==> src/rtl/async_fifo_pkg.sv <==
// Shared constants and helpers for consumers of the async FIFO read port.
// Skid depth, occupancy width and the read-issue threshold live here so all readers agree.
package async_fifo_pkg;

  localparam int SKID_DEPTH = 2;
  localparam int OCC_W      = 2;

  typedef logic [OCC_W-1:0] occ_t;
  typedef logic [OCC_W:0]   commit_t;

  // A read may be issued only while committed words stay below the skid depth.
  localparam commit_t ISSUE_LIMIT = commit_t'(SKID_DEPTH);

  // Words held or owed to the skid buffer after this cycle's pop.
  function automatic commit_t committed_words(input occ_t occ, input logic inflight,
                                              input logic pop);
    return commit_t'(occ) + commit_t'(inflight) - commit_t'(pop);
  endfunction

endpackage

==> src/rtl/async_fifo_skid2.sv <==
// Two-entry register skid buffer: entry 0 is the head, entry 1 the overflow slot.
// Handles push-only, pop-only, and simultaneous push/pop at any occupancy.
module async_fifo_skid2
  import async_fifo_pkg::*;
#(
  parameter int width = 8
) (
  input  logic             clk,
  input  logic             rst,
  input  logic             push,
  input  logic [width-1:0] push_data,
  input  logic             pop,
  output logic [width-1:0] head_data,
  output occ_t             occ
);

  logic [width-1:0] ent0_q, ent0_d;
  logic [width-1:0] ent1_q, ent1_d;
  occ_t             occ_q, occ_d;

  always_comb begin
    ent0_d = ent0_q;
    ent1_d = ent1_q;
    occ_d  = occ_q + occ_t'(push) - occ_t'(pop);
    if (pop) ent0_d = ent1_q;
    // The write slot is the occupancy left after the pop has shifted the buffer.
    if (push) begin
      if (occ_q == occ_t'(pop)) ent0_d = push_data;
      else                      ent1_d = push_data;
    end
  end

  always_ff @(posedge clk) begin
    if (rst) occ_q <= '0;
    else     occ_q <= occ_d;
  end

  always_ff @(posedge clk) begin
    ent0_q <= ent0_d;
    ent1_q <= ent1_d;
  end

  assign head_data = ent0_q;
  assign occ       = occ_q;

endmodule

==> src/rtl/async_fifo_rd_adapter.sv <==
// Read-side drain engine: turns the FIFO read port (1-cycle latency) into a
// valid/ready stream with burst framing and a running beat count.
module async_fifo_rd_adapter
  import async_fifo_pkg::*;
#(
  parameter int width     = 8,
  parameter int burst_len = 4,
  parameter int cnt_w     = 16
) (
  input  logic             r_clk,
  input  logic             rst_r,
  input  logic             en,
  input  logic             fifo_empty,
  input  logic [width-1:0] fifo_r_data,
  output logic             fifo_r_en,
  output logic             m_valid,
  input  logic             m_ready,
  output logic [width-1:0] m_data,
  output logic             m_last,
  output logic [cnt_w-1:0] beat_cnt
);

  localparam int BIDX_W = (burst_len > 1) ? $clog2(burst_len) : 1;
  localparam logic [BIDX_W-1:0] LAST_IDX = BIDX_W'(burst_len - 1);

  occ_t              occ;
  logic [width-1:0]  head_data;
  logic              pop;
  commit_t           committed;
  logic              inflight_q, inflight_d;
  logic [BIDX_W-1:0] burst_idx_q, burst_idx_d;
  logic [cnt_w-1:0]  beat_cnt_q, beat_cnt_d;

  assign pop = m_valid && m_ready;

  always_comb begin
    committed  = committed_words(occ, inflight_q, pop);
    fifo_r_en  = !rst_r && en && !fifo_empty && (committed < ISSUE_LIMIT);
    inflight_d = fifo_r_en;
    burst_idx_d = burst_idx_q;
    beat_cnt_d  = beat_cnt_q;
    if (pop) begin
      burst_idx_d = (burst_idx_q == LAST_IDX) ? '0 : burst_idx_q + BIDX_W'(1);
      beat_cnt_d  = beat_cnt_q + cnt_w'(1);
    end
  end

  // Stage boundary: read issue -> data returns next cycle and lands in the skid buffer.
  always_ff @(posedge r_clk) begin
    if (rst_r) begin
      inflight_q  <= 1'b0;
      burst_idx_q <= '0;
      beat_cnt_q  <= '0;
    end else begin
      inflight_q  <= inflight_d;
      burst_idx_q <= burst_idx_d;
      beat_cnt_q  <= beat_cnt_d;
    end
  end

  async_fifo_skid2 #(.width(width)) u_skid (
    .clk       (r_clk),
    .rst       (rst_r),
    .push      (inflight_q),
    .push_data (fifo_r_data),
    .pop       (pop),
    .head_data (head_data),
    .occ       (occ)
  );

  // Data registers carry no reset, so the head is masked whenever the buffer is empty.
  assign m_valid  = (occ != '0);
  assign m_data   = m_valid ? head_data : '0;
  assign m_last   = m_valid && (burst_idx_q == LAST_IDX);
  assign beat_cnt = beat_cnt_q;

endmodule
==> config.mk <==
export PLATFORM = sky130hd
export DESIGN_NAME = async_fifo_rd_adapter
export DESIGN_NICKNAME = d
export VERILOG_FILES = /design/src/rtl/async_fifo_pkg.sv /design/src/rtl/async_fifo_skid2.sv /design/src/rtl/async_fifo_rd_adapter.sv
export SDC_FILE = /design/constraint.sdc
export NUM_CORES = 1
export LEC_CHECK = 0
export BUFFER_PORTS_ARGS = -buffer_cell sky130_fd_sc_hd__buf_2
export CORE_MARGIN = 5
export CORE_UTILIZATION = 47
export CTS_BUF_LIST = sky130_fd_sc_hd__clkbuf_16
export CTS_CLUSTER_DIAMETER = 150
export DETAILED_ROUTE_END_ITERATION = 12
export PLACE_DENSITY = 0.71
export SLEW_MARGIN = 15
export SYNTH_ARGS = -nofsm -noshare
export SYNTH_HDL_FRONTEND = slang
export SYNTH_HIERARCHICAL = 1
export SYNTH_SLANG_ARGS = --single-unit
==> constraint.sdc <==
create_clock -name r_clk -period 2.6 [get_ports r_clk]
set_input_delay 0.26 -clock r_clk [delete_from_list [all_inputs] [get_ports r_clk]]
set_output_delay 0.26 -clock r_clk [all_outputs]
set_load 0.05 [all_outputs]
Yosys cells after proc, flatten, opt, wreduce, memory -nomap -nowiden
Cells that the tools add are included.
Storage, ports and cells
  logic and storage cells: 30
  output and inout port bits: 27
  flip-flop bits (word level): 37
  input bits: 13
Operators by class
  mux-type cells: 5
  reductions and logical operators: 9
  $lt $le $gt $ge: 1
  add/subtract/negate cells: 6
  equal/unequal tests: 2
  bitwise gates (word level): 1
Operators by type and width (count)
  $mux W8: 4
  $add A16 B1 Y16 const B: 1
  $logic_and A1 B1 Y1: 5
  $add A2 B1 Y3: 1
  $lt A3 B2 Y1 const B: 1
  $sub A3 B1 Y3: 1
  $add A2 B1 Y2: 1
  $add A2 B1 Y2 const B: 1
  $eq A2 B1 Y1: 1
  $eq A2 B2 Y1 const B: 1
  $logic_not A1 Y1: 2
  $mux W2: 1
  $reduce_and A2 Y1: 1
  $reduce_bool A2 Y1: 1
  $sub A2 B1 Y2: 1
  $not A1 Y1: 1

Logic depth before layout (Yosys ltp)
Gate-level depths: netlist (run 1).
  depth after elaboration: 5
  mapped depth: 8
  mapped depth without buffers: 7

By module
The synthesis (run 1) kept the hierarchy.
Modules (own cells, without submodules)
  async_fifo_rd_adapter: area an instance 998.5 µm², cells an instance 113, instances 1
  async_fifo_skid2: area an instance 745.7 µm², cells an instance 47, instances 1

Least setup slack after synthesis (run 1)
No wires, ideal clock.
  kind: register -> output
  start: register u_skid.occ_q[0] (netlist: u_skid/occ[0])
  end: output fifo_r_en
  stages on the path, launching flop included: 9
  buffers on the path: 1
  arrival: 3.421 ns
  path slack: -1.081 ns
  cells stage by stage: dfxtp_1 -> o21ai_1 -> buf_2 -> inv_1 -> ha_1 -> nand2b_1 -> fa_1 -> nand2_1 -> nor4_1
Between the ends
  longest elaborated chain between the ends: 5
  elaborated cells between the ends (all ways): 6
  classes of those cells: 2 x add/sub; 1 x order compare; 3 x reduce/logical
Ends and longest elaborated chain
  from (decl): line async_fifo_skid2.sv:19  | occ_t occ_q, occ_d;
  from (signal assigned): line async_fifo_skid2.sv:34  | if (rst) occ_q <= '0;
  from (signal assigned): line async_fifo_skid2.sv:35  | else occ_q <= occ_d;
  $reduce_bool A2 Y1: line async_fifo_rd_adapter.sv:72  | assign m_valid = (occ != '0);
  $logic_and A1 B1 Y1: line async_fifo_rd_adapter.sv:34  | assign pop = m_valid && m_ready;
  net pop: line async_fifo_rd_adapter.sv:28  | logic pop;
  $sub A3 B1 Y3: line async_fifo_pkg.sv:17  | return commit_t'(occ) + commit_t'(inflight) - commit_t'(pop);
  $lt A3 B2 Y1: line async_fifo_rd_adapter.sv:38  | fifo_r_en = !rst_r && en && !fifo_empty && (committed < ISSUE_LIMIT);
  $logic_and A1 B1 Y1: line async_fifo_rd_adapter.sv:38
  to (decl): line async_fifo_rd_adapter.sv:15  | output logic fifo_r_en,
The timed path passes the listed nets, and every way through them passes these cells.

Worst setup path after layout (run 1)
  start: register u_skid.occ_q[1] (netlist: u_skid/occ[1])
  end: output fifo_r_en
The elaborated chain is that of the path after synthesis.

==> results of run 1 <==
[cells by family (layout without fill, tap and decap cells)]
family	after synthesis	count (layout)	synth area share, %
xor gates and xnor gates	15	15	8.608
DFF	37	37	47.06
and+or+nand+nor	63	63	20.95
AOI/OAI and AO/OA	8	8	2.868
adders and majority gates	6	6	4.735
muxes	19	19	12.27
buffers and inverters	12	62	3.515
[worst max-delay path: stages, from the launching register on]
cell and delay [ps]:
dfxtp_4 350, o21ai_4 170, clkinvlp_4 130, ha_4 210
nand2b_4 130, fa_1 490, nand2_2 80, nor4_4 220
buf_6 190
[layout by cell type, fill, tap and decap left out, drive strengths merged]
cell / Yosys / routed
a21oi: 5 / 5
and2b: 1 / 1
and3: 1 / 1
buf: 3 / 46
bufinv: 0 / 2
clkbuf: 1 / 5
clkinv: 0 / 1
clkinvlp: 0 / 1
dfxtp: 29 / 29
edfxtp: 8 / 8
fa: 1 / 1
ha: 5 / 5
inv: 8 / 7
mux2: 19 / 19
nand2: 9 / 9
nand2b: 1 / 1
nand3: 7 / 7
nand4: 3 / 3
nor2: 17 / 17
nor2b: 12 / 12
nor3: 5 / 5
nor4: 6 / 6
o2111ai: 1 / 1
o21ai: 2 / 2
or3: 1 / 1
xnor2: 11 / 11
xor2: 4 / 4
[metal layers]
layer	part of all wire (%)	vias up	GRT usage, %
met5	0	-	0
met4	1.1	0	4.384
met3	5.6	5	4.688
met2	50	31	26.98
met1	44	579	17.20
li1	-	650	-
[timing repair]
| action | CTS | global route |
|---|---|---|
| gates cloned | 0 | 0 |
| gates resized for setup | 2 | 0 |
| endpoints found under the setup margin | 1 | 1 |
| setup buffers | 3 | 1 |
| pin swaps | 1 | 4 |
[metrics by stage]
step,instances,hold WS [ps],utilization (%),worst slack (ps)
global route,258,173.8,62.67,-17.53
CTS,257,172.3,62.47,3.665
detailed placement,246,456.9,56.44,190.0
floorplan,160,321.9,-,-82.83
finish,258,174.4,62.67,93.70
global placement,246,445.3,56.44,236.5
[where the power goes]
group	switching, mW	internal, mW	total (mW)	leakage (nW)
logic	0.641	0.426	1.07	0.562
registers	0.0633	0.706	0.769	0.311
clock network	0.218	0.547	0.765	0.0938
total	0.923	1.68	2.60	0.967
[worst min-delay path by stage]
stage                                     start                           to
floorplan                                 rst_r     u_skid/occ[0]$_SDFF_PP0_
global placement    burst_idx_q[1]$_SDFFE_PP0P_  burst_idx_q[1]$_SDFFE_PP0P_
detailed placement               fifo_r_data[5]   u_skid/ent1_q[5]$_DFFE_PP_
CTS                              fifo_r_data[5]   u_skid/ent1_q[5]$_DFFE_PP_
global route                     fifo_r_data[5]   u_skid/ent1_q[5]$_DFFE_PP_
finish                           fifo_r_data[5]   u_skid/ent1_q[5]$_DFFE_PP_
[sequential cells by signal, summed over array words and instances, names as in the netlist]
signal            cells
beat_cnt             16
burst_idx_q           2
inflight_q            1
u_skid/ent1_q         8
u_skid/head_data      8
u_skid/occ            2
[layout make-up]
| type | instances | area, µm² |
|---|---|---|
| clock buffer | 5 | 125.1 |
| clock inverter | 3 | 65.06 |
| fill | 322 | 1356 |
| inverter | 8 | 33.78 |
| multi-input combinational | 111 | 910.9 |
| sequential | 37 | 828.3 |
| tap | 48 | 60.06 |
| timing repair buffer | 46 | 254.0 |
==> impl_metrics.json, run 1 <==
{
  "outcome": "finished, final reports clean",
  "relSlewSlack_pct": 52.22,
  "ioPinCount": 40,
  "syn_avg_cell_area_um2": 10.90,
  "grt_pass1_vias": 1347,
  "setup.worst_path.class": "reg -> out",
  "clk_pin_slew_ps": 60,
  "syn-cell-area_um2": 1744,
  "rows": 22,
  "async_reset_ff_share_pct": 0,
  "synth_nets": 179,
  "irDropWorstVdd_mv": 0.4941,
  "endpoint_kind": "primary output",
  "first_pass_iters": 3,
  "routed_wl_mm": 3.443,
  "wl_per_cell_um": 13.34,
  "yosysTopAreaCellShare_pct": 33.29,
  "yosysWarnings": 6,
  "final_layout_size_suffix_gt1_share_pct": 40.48,
  "maxCapViolations": 0,
  "die_w_um": 70.92,
  "power_mw": 2.602,
  "nets": 228,
  "rsz0062_at_grt": "yes",
  "clock_latency_ps": 280,
  "fin_crit_sh_pct": 96.40,
  "arrival_ps": 2250,
  "clock_skew_ps": 4.416,
  "hold_buffers": 0,
  "grt_overflow": 0,
  "synth.most_common_cell": "dfxtp_1",
  "synth_top_cells_by_count": "dfxtp_1 (29), nor2_1 (17), mux2_2 (16)",
  "cts_tree": "built",
  "clkSinkCount": 37,
  "power_density_nw_per_um2": 1142,
  "antenna_cells": 0,
  "synth_edf_count": 8,
  "fmax_mhz": 399.0,
  "r2r_cells": 8,
  "antenna_found_initial": 0,
  "min_path_cells": 1,
  "area_delta_synth_final_pct": 30.56,
  "numCtsBuffers": 5,
  "setup_viol": 0,
  "grt_max_degree": 26,
  "drt_first_iter_violations": 15,
  "hold_viol_final": 0,
  "power_leakage_nw": 0.9668,
  "grt_pass1_wl_mm": 6.003,
  "cts_buffer_depth": 2,
  "finalInstanceArea_um2": 2277,
  "fp.dieArea_um2": 5030,
  "placed_cell_area_um2": 2051,
  "start_util_pct": 48.00,
  "tightest_slew_ps": 714.1,
  "synthDistinctLibCells": 32,
  "h-tree-depth": 2,
  "grt_usage_pct": 15.08,
  "vias": 1265,
  "ant_nets": 0,
  "crit_start": "u_skid/occ[1]$_SDFF_PP0_",
  "yosysSeqAreaShare_pct": 47.06,
  "rr_startpoint": "u_skid/occ[1]$_SDFF_PP0_",
  "core_area_um2": 3633,
  "r2r_end": "inflight_q$_SDFF_PP0_",
  "worstHoldPathType": "in -> reg",
  "die_y_um": 70.92,
  "vias_per_cell": 4.903,
  "yosysTopAreaCell": "dfxtp_1",
  "critPathMaxFanout": 2,
  "drv_slew": 0,
  "crit_end": "fifo_r_en",
  "synth_area_leaders": "dfxtp_1 (33%), edfxtp_1 (14%), mux2_2 (10%)",
  "gp_congestion": 0.7791,
  "r2r_slack_ps": 620,
  "root_buffer": "clkbuf_16",
  "port-buffer-count": 39,
  "synthesis.instances": 160,
  "final.setup.tns_ps": 0,
  "cp-start-kind": "flop",
  "place_hpwl_mm": 2.477,
  "synthFlopType": "dfxtp_1",
  "drcViolationCount": 0,
  "ys_ff_latch": 37,
  "required_ps": 2340,
  "layout_min_cycle_time_ps": 2506
}
Power figures use the tool's default switching activity.
==> run 2: changes to the inputs <==
Settings changed: SETUP_SLACK_MARGIN from default to 0.1.
==> run 2 against run 1 <==
Global-route usage up 0.059 points. Routed wire length decreased by 0.23%. Sequential power barely moved. Via count fell by 0.47%. Sequential cell count did not move. Clock skew about the same. Register-to-register slack improved by 80 ps. First-iteration DRC count grew 13%. Worst setup slack worse by 8.7 ps. Clock power barely moved.
==> impl_metrics.json, run 2 (same netlist as run 1, synthesis figures left out) <==
{
  "outcome": "finished, final reports clean",
  "register_area_um2": 828.3,
  "power_mw": 2.589,
  "antenna_found_initial": 0,
  "power_density_nw_per_um2": 1141,
  "multi_input_area_um2": 910.9,
  "finalInstanceArea_um2": 2270,
  "vias": 1259,
  "setup_viol": 0,
  "start_util_pct": 48.00,
  "clkSinkCount": 37,
  "cts_buffer_depth": 2,
  "hold_viol_final": 0,
  "placed_cell_area_um2": 2051,
  "die_y_um": 70.92,
  "cp-start-kind": "flop",
  "maxCapViolations": 0,
  "nets": 227,
  "rsz0062_at_grt": "yes",
  "cts_tree": "built",
  "hold_buffers": 0,
  "layout_commonest_cell": "buf_2",
  "setup.worst_path.class": "reg -> out",
  "endpoint_kind": "primary output",
  "drv_slew": 0,
  "critPathMaxFanout": 2,
  "largest_reg_flops": 16,
  "numCtsBuffers": 5,
  "routed_wl_mm": 3.435,
  "clk_pin_slew_ps": 60,
  "fp.dieArea_um2": 5030,
  "layout_min_cycle_time_ps": 2515,
  "ant_nets": 0,
  "h-tree-depth": 2,
  "fmax_mhz": 397.6,
  "irDropWorstVdd_mv": 0.4926,
  "grt_overflow": 0,
  "grt_max_degree": 26,
  "port-buffer-count": 39,
  "core_area_um2": 3633,
  "grt_pass1_wl_mm": 6.030,
  "nFillCells": 323,
  "required_ps": 2340,
  "max_stage_delay_ps": 490,
  "antenna_cells": 0,
  "cp_slowest_cell": "fa_1",
  "drcViolationCount": 0,
  "vias_per_cell": 4.899,
  "ioPinCount": 40,
  "die_w_um": 70.92,
  "clock_skew_ps": 4.468,
  "wl_per_cell_um": 13.37,
  "final_layout_size_suffix_gt1_share_pct": 40.19,
  "tightest_slew_ps": 712.4,
  "root_buffer": "clkbuf_16",
  "area_delta_synth_final_pct": 30.13,
  "drt_first_iter_violations": 17,
  "power_leakage_nw": 0.9621,
  "place_hpwl_mm": 2.477,
  "final_cell_mix": "buf_2 (38), dfxtp_1 (27), nor2_1 (17)",
  "arrival_ps": 2250,
  "relSlewSlack_pct": 52.33,
  "grt_usage_pct": 15.14,
  "clock_latency_ps": 280,
  "fin_crit_sh_pct": 96.73,
  "first_pass_iters": 3,
  "rows": 22,
  "path_cells": "o21ai_4 -> clkinvlp_4 -> ha_4 -> nand2b_4 -> fa_1 -> nand2_2 -> nor4_4 -> buf_6",
  "grt_pass1_vias": 1353,
  "gp_congestion": 0.7791,
  "worstHoldPathType": "in -> reg"
}
run 2: worst paths after layout:
check                              start                     endpoint  cells past startpoint  slack (ps)
max             u_skid/occ[0]$_SDFF_PP0_                    fifo_r_en                      8          90
min                       fifo_r_data[5]   u_skid/ent1_q[5]$_DFFE_PP_                      1         170
max reg2reg     u_skid/occ[0]$_SDFF_PP0_        inflight_q$_SDFF_PP0_                      7         700
min reg2reg  burst_idx_q[1]$_SDFFE_PP0P_  burst_idx_q[1]$_SDFFE_PP0P_                      2         480
run 2: area by class of cell:
class                   instances  area share (%)
well taps                      48           2.646
inverters                       8           1.488
flip-flops and latches         37           36.49
clock buffers                   5           5.513
clock inverters                 3           2.867
repair buffers                 45           10.86
multi-input cells             111           40.13
run 2: worst max-delay path: cells and delay by family, from the launching register on:
family	cells	cell delay, ps
AO/OA/AOI/OAI	1	170
AND/OR/NAND/NOR	3	420
flip-flops	1	350
buffers and inverters	2	320
adder cells (fa/ha/maj)	2	700
run 2: layer usage:
metal  vias to the layer above  global-route usage [%]  wire length, µm
li1                        647                       -                -
met1                       576                   17.29             1502
met2                        31                   26.78             1701
met3                         5                   4.830              192
met4                         0                   4.802               38
met5                         -                       0                0
run 2: metrics by stage:
| stage | util (%) | cells | worst slack, ps | setup TNS, ps | hold WS [ps] |
|---|---|---|---|---|---|
| floorplan | - | 160 | -82.83 | -82.83 | 321.9 |
| global placement | 56.44 | 246 | 236.5 | 0 | 445.3 |
| detailed placement | 56.44 | 246 | 190.0 | 0 | 456.9 |
| CTS | 62.47 | 257 | 71.83 | 0 | 172.3 |
| global route | 62.47 | 257 | -20.78 | -20.78 | 173.8 |
| finish | 62.47 | 257 | 85.05 | 0 | 174.5 |
run 2: power breakdown:
part           switching [mW]  internal [mW]
clock network           0.217          0.547
logic                   0.639          0.417
registers              0.0630          0.706
run 2: what timing repair did:
action / in CTS / in global routing
hold endpoints to repair: 0 / 0
setup endpoints to repair: 1 / 1
pin swaps: 3 / 0
gates cloned: 0 / 0
gates resized for setup: 2 / 0
buffers inserted: 3 / 0
==> run 3: changes to the inputs <==
Settings changed: CELL_PAD_IN_SITES_DETAIL_PLACEMENT from default to 1, CELL_PAD_IN_SITES_GLOBAL_PLACEMENT from default to 1, CORE_UTILIZATION 47 to 41, PLACE_DENSITY 0.71 to default, PLACE_DENSITY_LB_ADDON from default to 0.15, REMOVE_ABC_BUFFERS from default to 1.
==> run 3 against run 2 <==
Final cell count grew 1.9%. Worst setup slack improved by 11 ps. Utilization shrank 7.8 points. Sequential power is 0.7% lower. Count of clock-buffer cells in the layout unchanged. Largest power group unchanged. Register-to-register slack got worse by 170 ps. Sequential cell count stayed put. Non-clock buffer count rose by 3. Routed wire length up 24%. Sequential share of layout area rose by 0.60 points. Critical path type unchanged.
==> impl_metrics.json, run 3 (same netlist as run 1, synthesis figures left out) <==
{
  "cp-start-kind": "flop",
  "min_path_cells": 1,
  "wl_per_cell_um": 16.21,
  "fin_crit_sh_pct": 96.30,
  "area_delta_synth_final_pct": 27.26,
  "gp_congestion": 0.7713,
  "setup_viol": 0,
  "drv_slew": 0,
  "power_leakage_nw": 0.9600,
  "holdCritStartpoint": "fifo_r_data[2]",
  "vias_per_cell": 5.069,
  "fp.dieArea_um2": 5659,
  "grt_max_degree": 26,
  "grt_pass1_wl_mm": 6.893,
  "port-buffer-count": 39,
  "rr_startpoint": "u_skid/occ[0]$_SDFF_PP0_",
  "grt_pass1_vias": 1470,
  "antenna_found_initial": 0,
  "cp_slowest_cell": "fa_1",
  "path_cells": "o21ai_4 -> inv_2 -> ha_4 -> nand2b_4 -> fa_1 -> nand2_2 -> nor4_2 -> buf_4",
  "drt_first_iter_violations": 81,
  "place_hpwl_mm": 2.971,
  "worstHoldPathType": "in -> reg",
  "layout_commonest_cell": "buf_2",
  "nets": 230,
  "relSlewSlack_pct": 50.58,
  "drcViolationCount": 0,
  "fin_ws_ps": 96.23,
  "power_density_nw_per_um2": 1098,
  "clock_skew_ps": 5.156,
  "fmax_mhz": 399.4,
  "cts_buffer_depth": 2,
  "hold_buffers": 0,
  "clkSinkCount": 37,
  "irDropWorstVdd_mv": 0.8591,
  "met1_usage_pct": 16.54,
  "r2r_end": "inflight_q$_SDFF_PP0_",
  "grt_usage_pct": 16.54,
  "crit_family": "adder cells",
  "power_mw": 2.437,
  "root_buffer": "clkbuf_16",
  "numCtsBuffers": 5,
  "clk_pin_slew_ps": 60,
  "ant_nets": 0,
  "r2r_cells": 8,
  "maxCapViolations": 0,
  "final.setup.tns_ps": 0,
  "clock_latency_ps": 280,
  "h-tree-depth": 2,
  "final_cell_mix": "buf_2 (38), dfxtp_1 (27), nor2_1 (17)",
  "dp_slack_ps": 191.3,
  "max_stage_delay_ps": 520,
  "die_y_um": 75.23,
  "nFillCells": 474,
  "critPathMaxFanout": 2,
  "setup.worst_path.class": "reg -> out",
  "hold_end": "u_skid/ent1_q[2]$_DFFE_PP_",
  "layout_min_cycle_time_ps": 2504,
  "tightest_slew_ps": 738.6,
  "antenna_cells": 0,
  "rows": 23,
  "die_w_um": 75.23,
  "cts_tree": "built",
  "final_layout_size_suffix_gt1_share_pct": 39.62,
  "first_pass_iters": 4,
  "rsz0062_at_grt": "yes",
  "routed_wl_mm": 4.246,
  "critPathBufInv": 2,
  "r2r_slack_ps": 530,
  "outcome": "finished, final reports clean",
  "use_met3_pct": 4.940,
  "hold_viol_final": 0,
  "grt-busiest-layer": "met2",
  "endpoint_kind": "primary output",
  "ioPinCount": 40,
  "grt_overflow": 0,
  "arrival_ps": 2240,
  "vias": 1328,
  "grtUsageMet2_pct": 32.59,
  "core_area_um2": 4058,
  "start_util_pct": 42.98,
  "largest_reg_flops": 16,
  "required_ps": 2340
}
run 3: cell count changes in the layout (fill, tap and decap cells not counted), sizes merged:
cell	change
clkinvlp	-1
buf	+3
bufinv	-2
inv	+3
run 3: per-stage QoR:
stage | hold slack (ps) | area (µm²) | utilization (%) | cells
final | 168.4 | 2220 | 54.70 | 262
after detailed placement | 454.3 | 2008 | 49.49 | 250
after global routing | 160.9 | 2220 | 54.70 | 262
after CTS | 165.3 | 2187 | 53.90 | 260
after global placement | 443.3 | 2008 | 49.49 | 250
after floorplan | 329.1 | 1713 | - | 156
run 3: worst max-delay path by stage:
stage	slack (ps)	cells after the start	end	start
2_1_floorplan	-1500	7	fifo_r_en	u_skid/occ[0]$_SDFF_PP0_
3_5_place_dp	190	8	fifo_r_en	u_skid/occ[0]$_SDFF_PP0_
5_1_grt	-10	8	fifo_r_en	u_skid/occ[0]$_SDFF_PP0_
3_3_place_gp	340	9	fifo_r_en	m_ready
6_report	100	8	fifo_r_en	u_skid/occ[0]$_SDFF_PP0_
4_1_cts	70	8	fifo_r_en	u_skid/occ[1]$_SDFF_PP0_
run 3: final cells by class:
type,instances,area (µm²),area share [%]
repair buffers,48,265.3,11.95
clock buffers,5,125.1,5.637
clock inverters,3,11.26,0.5073
well taps,50,62.56,2.818
flip-flops and latches,37,823.3,37.09
inverters,8,30.03,1.353
multi-input cells,111,902.1,40.64
run 3: where the power goes:
| part | switching, mW | internal [mW] |
|---|---|---|
| Sequential | 0.0638 | 0.701 |
| Clock | 0.224 | 0.345 |
| Combinational | 0.665 | 0.440 |
| Total | 0.952 | 1.49 |
run 3: worst reg2reg max path: stages (launching register included):
cell	delay, ps
dfxtp_2	340
o21ai_4	170
inv_2	80
ha_4	210
nand2b_4	140
fa_1	520
nand2_2	80
buf_4	130
nor4_1	290
run 3: timing repair:
item | in CTS | in global routing
resized for setup | 6 | 4
pin swaps | 3 | 5
endpoints found under the setup margin | 1 | 1
setup buffers | 2 | 2
run 3: per-layer routing:
| layer | wire, µm | vias up | part of all wire (%) |
|---|---|---|---|
| met5 | 0 | - | 0 |
| met4 | 43 | 0 | 1.0 |
| met3 | 194 | 5 | 4.6 |
| met2 | 2466 | 29 | 58 |
| met1 | 1542 | 643 | 36 |
| li1 | - | 651 | - |
